--- src/rtl/compute_group_mem_arbiter.sv ---
// Shared-RAM arbiter for one compute group. It captures one two-address request per
// subleq CPU, issues them to the dual-port RAM one per cycle in round-robin order,
// and hands the read data back to the CPU that owns it.

module compute_group_mem_arbiter_client #(
    parameter int ADDR_W = 17,
    parameter int DATA_W = 32
) (
    input  logic              clock,
    input  logic              reset,
    input  logic              capture,
    input  logic              issue,
    input  logic              complete,
    input  logic [ADDR_W-1:0] req_addr_a,
    input  logic [ADDR_W-1:0] req_addr_b,
    input  logic              req_we_b,
    input  logic [DATA_W-1:0] req_data_b,
    input  logic [DATA_W-1:0] ram_data_a,
    input  logic [DATA_W-1:0] ram_data_b,
    output logic              pend,
    output logic [ADDR_W-1:0] pend_addr_a,
    output logic [ADDR_W-1:0] pend_addr_b,
    output logic              pend_we_b,
    output logic [DATA_W-1:0] pend_data_b,
    output logic [DATA_W-1:0] data_a,
    output logic [DATA_W-1:0] data_b
);

    typedef struct packed {
        logic [ADDR_W-1:0] addr_a;
        logic [ADDR_W-1:0] addr_b;
        logic              we_b;
        logic [DATA_W-1:0] data_b;
    } req_t;

    req_t              req_q;
    logic              pend_q;
    logic [DATA_W-1:0] hold_a;
    logic [DATA_W-1:0] hold_b;

    always_ff @(posedge clock) begin
        if (reset) begin
            req_q  <= '0;
            pend_q <= 1'b0;
            hold_a <= '0;
            hold_b <= '0;
        end else begin
            if (issue)
                pend_q <= 1'b0;
            // a capture and an issue never coincide for the same client
            if (capture) begin
                pend_q <= 1'b1;
                req_q  <= '{addr_a: req_addr_a, addr_b: req_addr_b,
                            we_b: req_we_b, data_b: req_data_b};
            end
            if (complete) begin
                hold_a <= ram_data_a;
                hold_b <= ram_data_b;
            end
        end
    end

    assign pend        = pend_q;
    assign pend_addr_a = req_q.addr_a;
    assign pend_addr_b = req_q.addr_b;
    assign pend_we_b   = req_q.we_b;
    assign pend_data_b = req_q.data_b;

    // RAM data goes straight through in the completion cycle, held copy otherwise
    assign data_a = complete ? ram_data_a : hold_a;
    assign data_b = complete ? ram_data_b : hold_b;

endmodule

module compute_group_mem_arbiter #(
    parameter int ADDR_W = 17,
    parameter int DATA_W = 32
) (
    input  logic              clock,
    input  logic              reset,
    input  logic [ADDR_W-1:0] c0_ram_addr_a,
    input  logic [ADDR_W-1:0] c0_ram_addr_b,
    input  logic              c0_ram_we_b,
    input  logic [DATA_W-1:0] c0_ram_data_b,
    input  logic [ADDR_W-1:0] c1_ram_addr_a,
    input  logic [ADDR_W-1:0] c1_ram_addr_b,
    input  logic              c1_ram_we_b,
    input  logic [DATA_W-1:0] c1_ram_data_b,
    output logic [DATA_W-1:0] ram_c0_data_a,
    output logic [DATA_W-1:0] ram_c0_data_b,
    output logic              ram_c0_en,
    output logic [DATA_W-1:0] ram_c1_data_a,
    output logic [DATA_W-1:0] ram_c1_data_b,
    output logic              ram_c1_en,
    output logic [ADDR_W-1:0] arb_ram_addr_a,
    output logic [ADDR_W-1:0] arb_ram_addr_b,
    output logic              arb_ram_we_b,
    output logic [DATA_W-1:0] arb_ram_data_b,
    input  logic [DATA_W-1:0] ram_arb_data_a,
    input  logic [DATA_W-1:0] ram_arb_data_b
);

    localparam int NUM_CLIENTS = 2;

    logic [NUM_CLIENTS-1:0][ADDR_W-1:0] req_addr_a, req_addr_b;
    logic [NUM_CLIENTS-1:0]             req_we_b;
    logic [NUM_CLIENTS-1:0][DATA_W-1:0] req_data_b;
    logic [NUM_CLIENTS-1:0][ADDR_W-1:0] pend_addr_a, pend_addr_b;
    logic [NUM_CLIENTS-1:0]             pend_we_b;
    logic [NUM_CLIENTS-1:0][DATA_W-1:0] pend_data_b;
    logic [NUM_CLIENTS-1:0][DATA_W-1:0] rsp_data_a, rsp_data_b;
    logic [NUM_CLIENTS-1:0]             pend, infl, complete, en, issue;

    logic kick_done;
    logic kick;
    logic grant_vld;
    logic grant_id;
    logic last_gnt;
    logic win_vld;
    logic win_id;

    assign req_addr_a = {c1_ram_addr_a, c0_ram_addr_a};
    assign req_addr_b = {c1_ram_addr_b, c0_ram_addr_b};
    assign req_we_b   = {c1_ram_we_b,   c0_ram_we_b};
    assign req_data_b = {c1_ram_data_b, c0_ram_data_b};

    // Kick: first cycle out of reset, both CPUs present their first fetch
    assign kick = !reset && !kick_done;

    always_comb begin
        infl = '0;
        for (int i = 0; i < NUM_CLIENTS; i++)
            infl[i] = grant_vld && (grant_id == 1'(i));
    end

    // In-flight data returning while reset is high is dropped
    assign complete = reset ? '0 : infl;
    assign en       = complete | {NUM_CLIENTS{kick}};

    // Round-robin between the two pending clients
    always_comb begin
        win_vld = 1'b0;
        win_id  = 1'b0;
        if (!reset) begin
            if (pend[0] && pend[1]) begin
                win_vld = 1'b1;
                win_id  = ~last_gnt;
            end else if (pend[0]) begin
                win_vld = 1'b1;
                win_id  = 1'b0;
            end else if (pend[1]) begin
                win_vld = 1'b1;
                win_id  = 1'b1;
            end
        end
    end

    assign issue = win_vld ? (NUM_CLIENTS'(1) << win_id) : '0;

    always_comb begin
        arb_ram_addr_a = '0;
        arb_ram_addr_b = '0;
        arb_ram_we_b   = 1'b0;
        arb_ram_data_b = '0;
        if (win_vld) begin
            arb_ram_addr_a = pend_addr_a[win_id];
            arb_ram_addr_b = pend_addr_b[win_id];
            arb_ram_we_b   = pend_we_b[win_id];
            arb_ram_data_b = pend_data_b[win_id];
        end
    end

    always_ff @(posedge clock) begin
        if (reset) begin
            kick_done <= 1'b0;
            grant_vld <= 1'b0;
            grant_id  <= 1'b0;
            last_gnt  <= 1'b1;
        end else begin
            kick_done <= 1'b1;
            grant_vld <= win_vld;
            grant_id  <= win_id;
            if (win_vld)
                last_gnt <= win_id;
        end
    end

    for (genvar gi = 0; gi < NUM_CLIENTS; gi++) begin : g_client
        compute_group_mem_arbiter_client #(
            .ADDR_W(ADDR_W),
            .DATA_W(DATA_W)
        ) u_client (
            .clock      (clock),
            .reset      (reset),
            .capture    (en[gi]),
            .issue      (issue[gi]),
            .complete   (complete[gi]),
            .req_addr_a (req_addr_a[gi]),
            .req_addr_b (req_addr_b[gi]),
            .req_we_b   (req_we_b[gi]),
            .req_data_b (req_data_b[gi]),
            .ram_data_a (ram_arb_data_a),
            .ram_data_b (ram_arb_data_b),
            .pend       (pend[gi]),
            .pend_addr_a(pend_addr_a[gi]),
            .pend_addr_b(pend_addr_b[gi]),
            .pend_we_b  (pend_we_b[gi]),
            .pend_data_b(pend_data_b[gi]),
            .data_a     (rsp_data_a[gi]),
            .data_b     (rsp_data_b[gi])
        );
    end

    assign ram_c0_en     = en[0];
    assign ram_c1_en     = en[1];
    assign ram_c0_data_a = rsp_data_a[0];
    assign ram_c0_data_b = rsp_data_b[0];
    assign ram_c1_data_a = rsp_data_a[1];
    assign ram_c1_data_b = rsp_data_b[1];

endmodule

--- config.mk ---
export PLATFORM = sky130hd
export DESIGN_NAME = compute_group_mem_arbiter
export DESIGN_NICKNAME = d
export VERILOG_FILES = /design/src/rtl/compute_group_mem_arbiter.sv
export SDC_FILE = /design/constraint.sdc
export NUM_CORES = 1
export LEC_CHECK = 0
export ABC_AREA = 1
export BUFFER_PORTS_ARGS = -buffer_cell sky130_fd_sc_hd__clkbuf_2
export CORE_AREA = 2 2 155 157
export CTS_CLUSTER_SIZE = 16
export DETAILED_ROUTE_END_ITERATION = 8
export DIE_AREA = 0 0 157 159
export GPL_ROUTABILITY_DRIVEN = 0
export GPL_TIMING_DRIVEN = 1
export PLACE_DENSITY = 0.76
export SKIP_CTS_REPAIR_TIMING = 1
export SYNTH_ARGS = -nofsm -noshare
export SYNTH_HDL_FRONTEND = slang
export SYNTH_HIERARCHICAL = 1
export SYNTH_SLANG_ARGS = --single-unit
export TNS_END_PERCENT = 20
--- constraint.sdc ---
create_clock -name clock -period 2.2 [get_ports clock]
set_clock_uncertainty 0.1 [all_clocks]
set_input_delay 0.11 -clock clock [delete_from_list [all_inputs] [get_ports clock]]
set_output_delay 0.11 -clock clock [all_outputs]
set_load 0.01 [all_outputs]
# Word level (Yosys, flattened, before mapping)
# Index checks and enable logic that the tools add are counted.
# W data, S select, Z words.
dict set report totals {
  wordCells 61
  out_inout_bits 197
  register_bits 268
}
dict set report op_classes {
  n_mux 30
  bitwise_logic 3
  shift 1
  magnitude_cmp 1
  n_reduce_logical 8
}
# operator n
set op_table {}
lappend op_table {{$mux W32} 7}
lappend op_table {{$mux W17} 6}
lappend op_table {{$mux W1} 15}
lappend op_table {{$logic_and A1 B1 Y1} 4}
lappend op_table {{$mux W2} 2}
lappend op_table {{$reduce_bool A2 Y1} 2}
lappend op_table {{$logic_not A1 Y1} 2}
lappend op_table {{$lt A1 B2 Y1 const B} 1}
lappend op_table {{$not A1 Y1} 2}
lappend op_table {{$or A2 B2 Y2} 1}
lappend op_table {{$shl A1 B1 Y2 const A} 1}

# Depth between registers and ports, before layout
# Gate-level depths: netlist of run 1.
dict set report depth {
  word_depth 8
  mapped_depth 9
}

# By module
# The synthesis of run 1 kept the hierarchy.
# module area_each_um2 n_inst cells_per_inst seq_area_each_um2
set modules_own_cells {}
lappend modules_own_cells {compute_group_mem_arbiter_client 4812.1 2 636 2642.5}
lappend modules_own_cells {compute_group_mem_arbiter 1158.6 1 252 80.1}

# Worst setup path after synthesis of run 1
# No wires, ideal clock.
dict set report synth_timing {
  kind {register to register}
  from {reg grant_id}
  to {reg g_client[1].u_client.req_q (netlist bit g_client[1].u_client/pend_addr_a[0])}
  arrival_time_ns 1.392
  slack_ns 0.592
  setup_time_ns 0.116
  stages_incl_launch_ff 9
  required_time_ns 1.984
  synth_period_minus_slack_ns 1.608
  cell_sequence {dfxtp_1 inv_1 o22ai_1 buf_6 inv_4 buf_6 buf_6 nor2_2 nor2_1}
}
dict set report synth_between {
  elab_chain_cells 3
}
# item line
set synth_rtl {}
lappend synth_rtl {{from (decl)} 117} ;# logic grant_id;
lappend synth_rtl {{from (signal assigned)} 182} ;# grant_id <= win_id;
lappend synth_rtl {{$logic_and A1 B1 Y1} 133} ;# infl[i] = grant_vld && (grant_id == 1'(i));
lappend synth_rtl {{$mux W2} 137} ;# assign complete = reset ? '0 : infl;
lappend synth_rtl {{$or A2 B2 Y2} 138} ;# assign en = complete | {NUM_CLIENTS{kick}};
lappend synth_rtl {{named net ram_c1_en} 94} ;# output logic ram_c1_en,
lappend synth_rtl {{to (signal assigned)} 53} ;# req_q <= '{addr_a: req_addr_a, addr_b: req_addr_b,
lappend synth_rtl {{to (decl)} 36} ;# req_t req_q;
# The timed path passes the listed nets, and every way through them passes these cells.
# A chain may end at the register's enable or synchronous reset.

# Final worst setup path of run 1
dict set report layout_timing {
  from {reg grant_vld}
  to {out ram_c1_data_b[26]}
}
dict set report layout_between {
  elab_chain_cells 3
}
# item line
set layout_rtl {}
lappend layout_rtl {{from (decl)} 116} ;# logic grant_vld;
lappend layout_rtl {{from (signal assigned)} 181} ;# grant_vld <= win_vld;
lappend layout_rtl {{$logic_and A1 B1 Y1} 133}
lappend layout_rtl {{$mux W2} 137}
lappend layout_rtl {{named net complete[1]} 112} ;# logic [NUM_CLIENTS-1:0] pend, infl, complete, en, issue;
lappend layout_rtl {{$mux W32} n/a}
lappend layout_rtl {{to (decl)} 93} ;# output logic [DATA_W-1:0] ram_c1_data_b,
# The timed path passes the listed nets, and every way through them passes these cells.

==> impl_metrics.toml, run 1 <==
[status]
run_status = "complete, no violations"

[clock_network]
htree_levels = 1
cts_tree = "yes"
clk_path_buf_depth = 3
cts-buffers-inserted = 29
insertion_delay_ns = 0.54
path_clk_slew_ns = 0.06
cts.sinks = 268
clockRootBuffer = "clkbuf_16"

[cells_and_area]
final_util_pct = 69.35
drive_gt1_share_pct = 24.38
nets = 2274
synthToLayoutAreaGrowth_pct = 49.15
post-route-cell-area_sq_mm = 0.01608
final_common_cell = "nand2_1"
layout_common_cells = "nand2_1 (522), clkbuf_2 (395), dfxtp_1 (267)"

[flow_run]
drv_cap = 0

[setup_path]
critPathLaunchType = "flop"
critical_path_class = "reg -> out"
endpoint_kind = "output pin"
cp.arrival_ns = 1.98
crit_fanout = 16
required_ns = 1.99

[timing]
setup-tns-final_ns = 0
holdWs_ns = 0.1598
setup_ws_ns = 0.01058
post-route-min-period_ns = 2.189
final-setup-viol-count = 0
slew-limit-headroom_pct = 40.70
rsz0062_at_grt = "yes"
fmax_ghz = 0.4567
finalHoldViolCount = 0
period_share_pct = 99.52
worst_pin_slew_ns = 0.8895
slew_viol_final = 0

[yosys]
ys_seq_elements = 268
synth-async-reset-ratio_pct = 0
synth-edff-count = 0
synth_top_flop_cell = "dfxtp_1"
avgSynthCellArea_sq_um = 7.075
syn_area_sq_mm = 0.01078
synth-warning-count = 6
synth_nets = 1724
synth_cells = 1524
seq_area_frac_synth_pct = 49.76
ys_types = 20

[detailed_routing]
drc = 0
wirelength_um = 40690
drtPass1Iterations = 6
wl_per_cell_um = 16.83
viasPerCell = 5.269
vias = 12730
ant_nets = 0
drt_iter0_drc = 1252

[hold_path]
hold_path_class = "in -> reg"

[pwr]
sw_frac_of_total_pct = 24.78
ir_drop_v = 0.0006017
power.switching_mw = 3.047
power_frac_seq_pct = 42.5
leakage_nw = 8.198
internal-power_mw = 9.249
power.density_mw_per_mm2 = 764.5
pwr-share-comb_pct = 13.2
clock_power_share_pct = 44.3

[global_routing]
grt_usage_pct = 25.85
grt_pass1_vias = 10660
grt_pass1_wl_um = 52830
antenna_found_initial = 3
grt_overflow = 0
grt_max_degree = 129

[die]
core-area_sq_mm = 0.02319
die_area_sq_mm = 0.02496
die_h_um = 159
start_util_pct = 46.49
num_rows = 56
die_width_um = 157
ios = 397

[placement]
place_area_sq_mm = 0.01290
dp_hpwl_um = 22780
io_buffers = 396
dp_slack_ns = 0.3795
[area by class of cell]
cell class	instances	area, sq um
antenna	2	5.005
clock inverter	12	216.5
multi-input combinational	1136	4796
fill	1700	7109
clock buffer	41	870.8
timing repair buffer	622	4353
inverter	17	76.32
sequential	268	5366
tap	319	399.1
[per-layer routing]
layer	global-route usage, %	share of wire (%)
met1	31.01	37
met2	43.74	47
met3	6.287	9.0
met4	11.34	6.1
met5	0	0.032
[kinds of logic (layout without fill, tap and decap cells)]
logic type	Yosys count	count (layout)	share of synthesized area, %
flops	268	268	49.76
compound gates	267	267	12.49
buf+inv	120	692	6.231
other cells	0	2	0
simple gates	869	869	31.53
[cell usage after synthesis (2+ instances only)]
cell type,count,area [sq um]
nand3_1,62,310.3
buf_4,22,165.2
inv_2,6,22.52
nand2_1,523,1963
buf_1,2,7.510
a21oi_2,2,17.52
buf_2,47,235.2
buf_6,9,101.4
o21ai_0,135,675.7
inv_4,2,12.51
nor2_1,261,979.7
clkbuf_1,17,63.81
nor2_2,21,131.4
o22ai_1,2,12.51
a21oi_1,128,640.6
inv_1,9,33.78
clkbuf_2,6,30.03
dfxtp_1,268,5365
[power by group through the flow]
stage	clock network, mW	logic (mW)	registers (mW)
after detailed placement	0	1.25	5.32
final	5.45	1.62	5.23
after CTS	5.48	1.26	5.21
after floorplan	0	0.721	5.29
after global routing	5.71	1.75	5.25
after global placement	0	1.24	5.31
[critical path: stages (launching register included)]
cell and delay (ns):
dfxtp_1 0.32, nand2_2 0.14, nor2_4 0.24, buf_4 0.18
buf_8 0.19, nand2_1 0.12, nand2_1 0.11, clkbuf_2 0.16
[state kept, by name (all words and copies together) (netlist names)]
| name | flops |
|---|---|
| g_client.u_client/hold_a | 64 |
| g_client.u_client/hold_b | 64 |
| g_client.u_client/pend_data_b | 64 |
| g_client.u_client/pend_addr_a | 34 |
| g_client.u_client/pend_addr_b | 34 |
| g_client.u_client/pend | 2 |
| g_client.u_client/pend_we_b | 2 |
| grant_id | 1 |
| grant_vld | 1 |
| kick_done | 1 |
| last_gnt | 1 |
[through the flow]
stage / std cells / power (mW)
after global placement: 2159 / 6.543
final: 2417 / 12.30
after CTS: 2212 / 11.95
after floorplan: 1524 / 6.007
after global routing: 2417 / 12.71
after detailed placement: 2159 / 6.568
[path summary, 6_finish.rpt]
check | from | to | slack, ns | cells past startpoint
worst max-delay path | grant_vld | ram_c1_data_b[26] | 0.01 | 7
worst min-delay path | reset | grant_id | 0.16 | 5
worst max register to register | grant_vld | g_client[0].u_client/pend_data_b[27] | 0.47 | 5
worst min register to register | g_client[0].u_client/hold_a[8] | g_client[0].u_client/hold_a[8] | 0.37 | 2
No activity file was read; power rests on OpenSTA's default activity.
==> run 2: changes to the inputs <==
- CORE_AREA: 2 2 155 157 -> default
- CORE_UTILIZATION: default -> 31
- DIE_AREA: 0 0 157 159 -> default
- PLACE_DENSITY: 0.76 -> default
==> impl_metrics.toml, run 2 (same netlist as run 1, synthesis figures left out) <==
[placement]
dp.cells = 2286
dp_hpwl_um = 23680
io_buffers = 396
place_area_sq_mm = 0.01308

[setup_path]
critPathLaunchType = "flop"
cp.arrival_ns = 1.90
critical_path_class = "reg -> out"
crit_fanout = 29
endpoint_kind = "output pin"
required_ns = 1.99

[pwr]
sw_frac_of_total_pct = 25.87
power.density_mw_per_mm2 = 717.5
pwr-share-comb_pct = 14.1
power_frac_seq_pct = 44.1
clock_power_share_pct = 41.8
internal-power_mw = 8.761
leakage_nw = 8.288
power.switching_mw = 3.057
ir_drop_v = 0.0006398

[timing]
post-route-min-period_ns = 2.113
final-setup-viol-count = 0
fmax_ghz = 0.4732
slew_viol_final = 0
rsz0062_at_grt = "yes"
finalHoldViolCount = 0
period_share_pct = 96.06
worst_pin_slew_ns = 0.9041
slew-limit-headroom_pct = 39.72
holdWs_ns = 0.1791

[detailed_routing]
wirelength_um = 41600
routed.top_layer = "met4"
wl_met1_um = 17440
met3_length_um = 3414
vias = 12130
drtPass1Iterations = 5
wl_per_cell_um = 16.23
drc = 0
route.met2.wl_um = 19650
viasPerCell = 4.733
drt_iter0_drc = 575
ant_nets = 0

[global_routing]
grt_max_degree = 129
grt_overflow = 0
antenna_found_initial = 0
grt_pass1_wl_um = 56380
grt_pass1_vias = 10700
grt_usage_pct = 19.58

[die]
die_h_um = 188.5
die_area_sq_mm = 0.03553
start_util_pct = 31.84
num_rows = 67
ios = 397
die_width_um = 188.5
core-area_sq_mm = 0.03387

[clock_network]
clk_path_buf_depth = 3
htree_levels = 1
cts-buffers-inserted = 30
clockRootBuffer = "clkbuf_16"
cts.sinks = 268
cts_tree = "yes"
path_clk_slew_ns = 0.06
insertion_delay_ns = 0.55

[cells_and_area]
synthToLayoutAreaGrowth_pct = 52.75
final_common_cell = "nand2_1"
layout_common_cells = "nand2_1 (520), clkbuf_2 (395), dfxtp_1 (266)"
post-route-cell-area_sq_mm = 0.01647
final_cells = 2563
nets = 2293
diodes = 0
drive_gt1_share_pct = 24.63

[status]
run_status = "complete, no violations"

[flow_run]
drv_cap = 0

[hold_path]
hold_path_class = "in -> reg"
run 2: worst max-delay path, stage by stage, from the launching register on:
cell	delay (ns)
dfxtp_1	0.32
nand2_1	0.13
nand3_4	0.17
clkinv_8	0.15
buf_12	0.20
nand2_1	0.12
nand2_1	0.10
clkbuf_2	0.13
run 2: worst paths after layout:
check / startpoint / to / slack [ns] / cells after the start
max reg2reg: grant_vld / g_client[0].u_client/pend_data_b[14] / 0.48 / 6
min reg2reg: g_client[1].u_client/hold_a[26] / g_client[1].u_client/hold_a[26] / 0.37 / 2
min: reset / grant_id / 0.18 / 5
max: g_client[0].u_client/pend / arb_ram_data_b[17] / 0.09 / 7
run 2: area by class of cell:
type                    instances  area (sq um)
well taps                     448         560.5
repair buffers                639          4669
multi-input cells            1136          4808
flip-flops and latches        268          5370
inverters                      17         101.3
clock inverters                 6         82.58
clock buffers                  48         869.6
repair inverters                1         8.758
fillers                      3285         17400
run 2: power by group through the flow:
stage               clock, mW  combinational (mW)  sequential [mW]
detailed placement          0                1.28             5.32
global route             5.27                1.81             5.24
CTS                      5.09                1.29             5.21
global placement            0                1.27             5.31
floorplan                   0               0.721             5.29
finish                   4.94                1.66             5.22
run 2: through the flow:
step	total power, mW	setup TNS, ns	utilization (%)	worst slack [ns]
after floorplan	6.007	0	-	0.5924
after global placement	6.578	0	38.61	0.3058
final	11.82	0	48.63	0.08668
after CTS	11.59	-14.87	41.42	-0.3274
after global routing	12.33	-0.03037	48.63	-0.01647
after detailed placement	6.597	0	38.61	0.2791
run 2: layer usage:
| metal | global-route usage [%] | vias to the layer above |
|---|---|---|
| met2 | 32.99 | 517 |
| li1 | - | 5987 |
| met3 | 5.681 | 63 |
| met5 | 0 | - |
| met1 | 24.22 | 5564 |
| met4 | 5.335 | 0 |
==> run 3: changes to the inputs <==
- clock period: 2.2 -> 1.9 ns (I/O delays scaled with it)
==> impl_metrics.toml, run 3 (same netlist as run 1, synthesis figures left out) <==
[setup_path]
rr_endpoint = "g_client[1].u_client/pend_data_b[10]"
cpMostUsedCell = "buf_12"
crit_fanout = 6
cp_num_buf_inv = 6
required_ns = 1.70
critPathLaunchType = "flop"
critPathSlowestCell = "dfxtp_4"
crit_family = "buffers and inverters"
cp.arrival_ns = 1.86
r2r-start = "grant_id"
r2r_slack_ns = 0.17
endpoint_kind = "output pin"
max_stage_delay_ns = 0.36
crit_chain = "inv_2 -> nor2_4 -> buf_12 -> buf_12 -> clkbuf_16 -> buf_12 -> nand2_4 -> nand2_4 -> buf_6"
critical_path_class = "reg -> out"
worstRegToRegCells = 5

[pwr]
finalPower_mw = 14.33
ir_drop_v = 0.0007615
power.density_mw_per_mm2 = 824.2
leakage_nw = 8.662

[timing]
slew_viol_final = 0
rsz0062_at_grt = "yes"
period_share_pct = 108.2
slew-limit-headroom_pct = 36.65
post-route-min-period_ns = 2.055
finalHoldViolCount = 0
final-setup-viol-count = 197
setup_ws_ns = -0.1550
setup-tns-final_ns = -17.69
fmax_ghz = 0.4866
worst_pin_slew_ns = 0.9502
holdWs_ns = 0.05773

[cells_and_area]
layout_common_cells = "nand2_1 (460), clkbuf_2 (350), dfxtp_1 (263)"
diodes = 0
n_fill_cell = 3190
nets = 2315
final_cells = 2587
final_common_cell = "nand2_1"
drive_gt1_share_pct = 29.03
synthToLayoutAreaGrowth_pct = 61.22
post-route-cell-area_sq_mm = 0.01738

[die]
die_width_um = 188.5
core-area_sq_mm = 0.03387
ios = 397
start_util_pct = 31.84
num_rows = 67
die_area_sq_mm = 0.03553
die_h_um = 188.5

[detailed_routing]
drc = 0
viasPerCell = 4.772
drtPass1Iterations = 5
wl_per_cell_um = 17.00
vias = 12340
ant_nets = 0
drt_iter0_drc = 592
wirelength_um = 43980

[hold_path]
min_path_cells = 6
hold_path_class = "in -> reg"
min_to = "g_client[0].u_client/pend"
worstHoldStart = "reset"

[clock_network]
htree_levels = 1
cts_tree = "yes"
cts-buffers-inserted = 31
clk_path_buf_depth = 3
insertion_delay_ns = 0.55
clockRootBuffer = "clkbuf_16"
cts.sinks = 268
path_clk_slew_ns = 0.06

[placement]
place_area_sq_mm = 0.01310
dp.cells = 2289
dp_hpwl_um = 23530
io_buffers = 396

[global_routing]
grt_pass1_wl_um = 56300
grt_max_degree = 129
grt_usage_pct = 19.60
antenna_found_initial = 1
grt_pass1_vias = 10350
grt_overflow = 0

[status]
failed_checks = "setup timing"
run_status = "complete, but fails checks"

[flow_run]
drv_cap = 0
==> run 3: cell count changes in the layout (fill, tap and decap cells not counted), sizes merged <==
cell / before / now
bufinv: 2 / 3
inv: 16 / 17
clkbuf: 451 / 412
buf: 36 / 96
clkinv: 5 / 6
==> run 3: final cells by class <==
class	count	area [sq um]	share of cell area, %
multi-input cells	1136	5041	29.00
flip-flops and latches	268	5376	30.93
clock inverters	10	133.9	0.7701
inverters	17	98.84	0.5686
repair buffers	661	5238	30.13
clock buffers	47	935.9	5.384
well taps	448	560.5	3.224
==> run 3: worst max path at each step <==
stage	from	to	slack [ns]	cells past startpoint
after global routing	grant_vld	ram_c1_data_b[9]	-0.23	8
after floorplan	grant_id	g_client[1].u_client/pend_addr_a[0]	0.29	8
final	grant_id	ram_c1_data_b[12]	-0.16	9
after CTS	grant_vld	ram_c0_data_b[21]	-0.49	7
after detailed placement	grant_vld	g_client[0].u_client/pend_data_b[1]	0.06	5
after global placement	grant_vld	g_client[0].u_client/pend_data_b[1]	0.09	5
==> run 3: tightest hold or removal path: stages <==
cell	delay, ns
buf_4	0.09
buf_4	0.21
nor3_1	0.08
inv_1	0.04
nand2_1	0.05
a21oi_2	0.10
==> run 3: per-stage QoR <==
step / worst slack, ns / utilization (%)
2_1_floorplan: 0.2924 / -
3_3_place_gp: 0.08932 / 38.67
3_5_place_dp: 0.06417 / 38.67
4_1_cts: -0.4899 / 41.83
5_1_grt: -0.2259 / 51.33
6_report: -0.1550 / 51.33
==> run 3: per-layer routing <==
| metal | up-vias | wire length (um) | track usage [%] |
|---|---|---|---|
| li1 | 6040 | - | - |
| met1 | 5695 | 18090 | 24.68 |
| met2 | 516 | 21500 | 32.49 |
| met3 | 91 | 3139 | 5.923 |
| met4 | 2 | 1234 | 4.963 |
| met5 | - | 13 | 0 |
==> run 3: where the power goes <==
| group | switching (mW) | internal, mW | total, mW |
|---|---|---|---|
| sequential | 0.132 | 5.91 | 6.04 |
| combinational | 1.12 | 0.934 | 2.05 |
| clock | 2.45 | 3.78 | 6.23 |
| total | 3.70 | 10.6 | 14.3 |
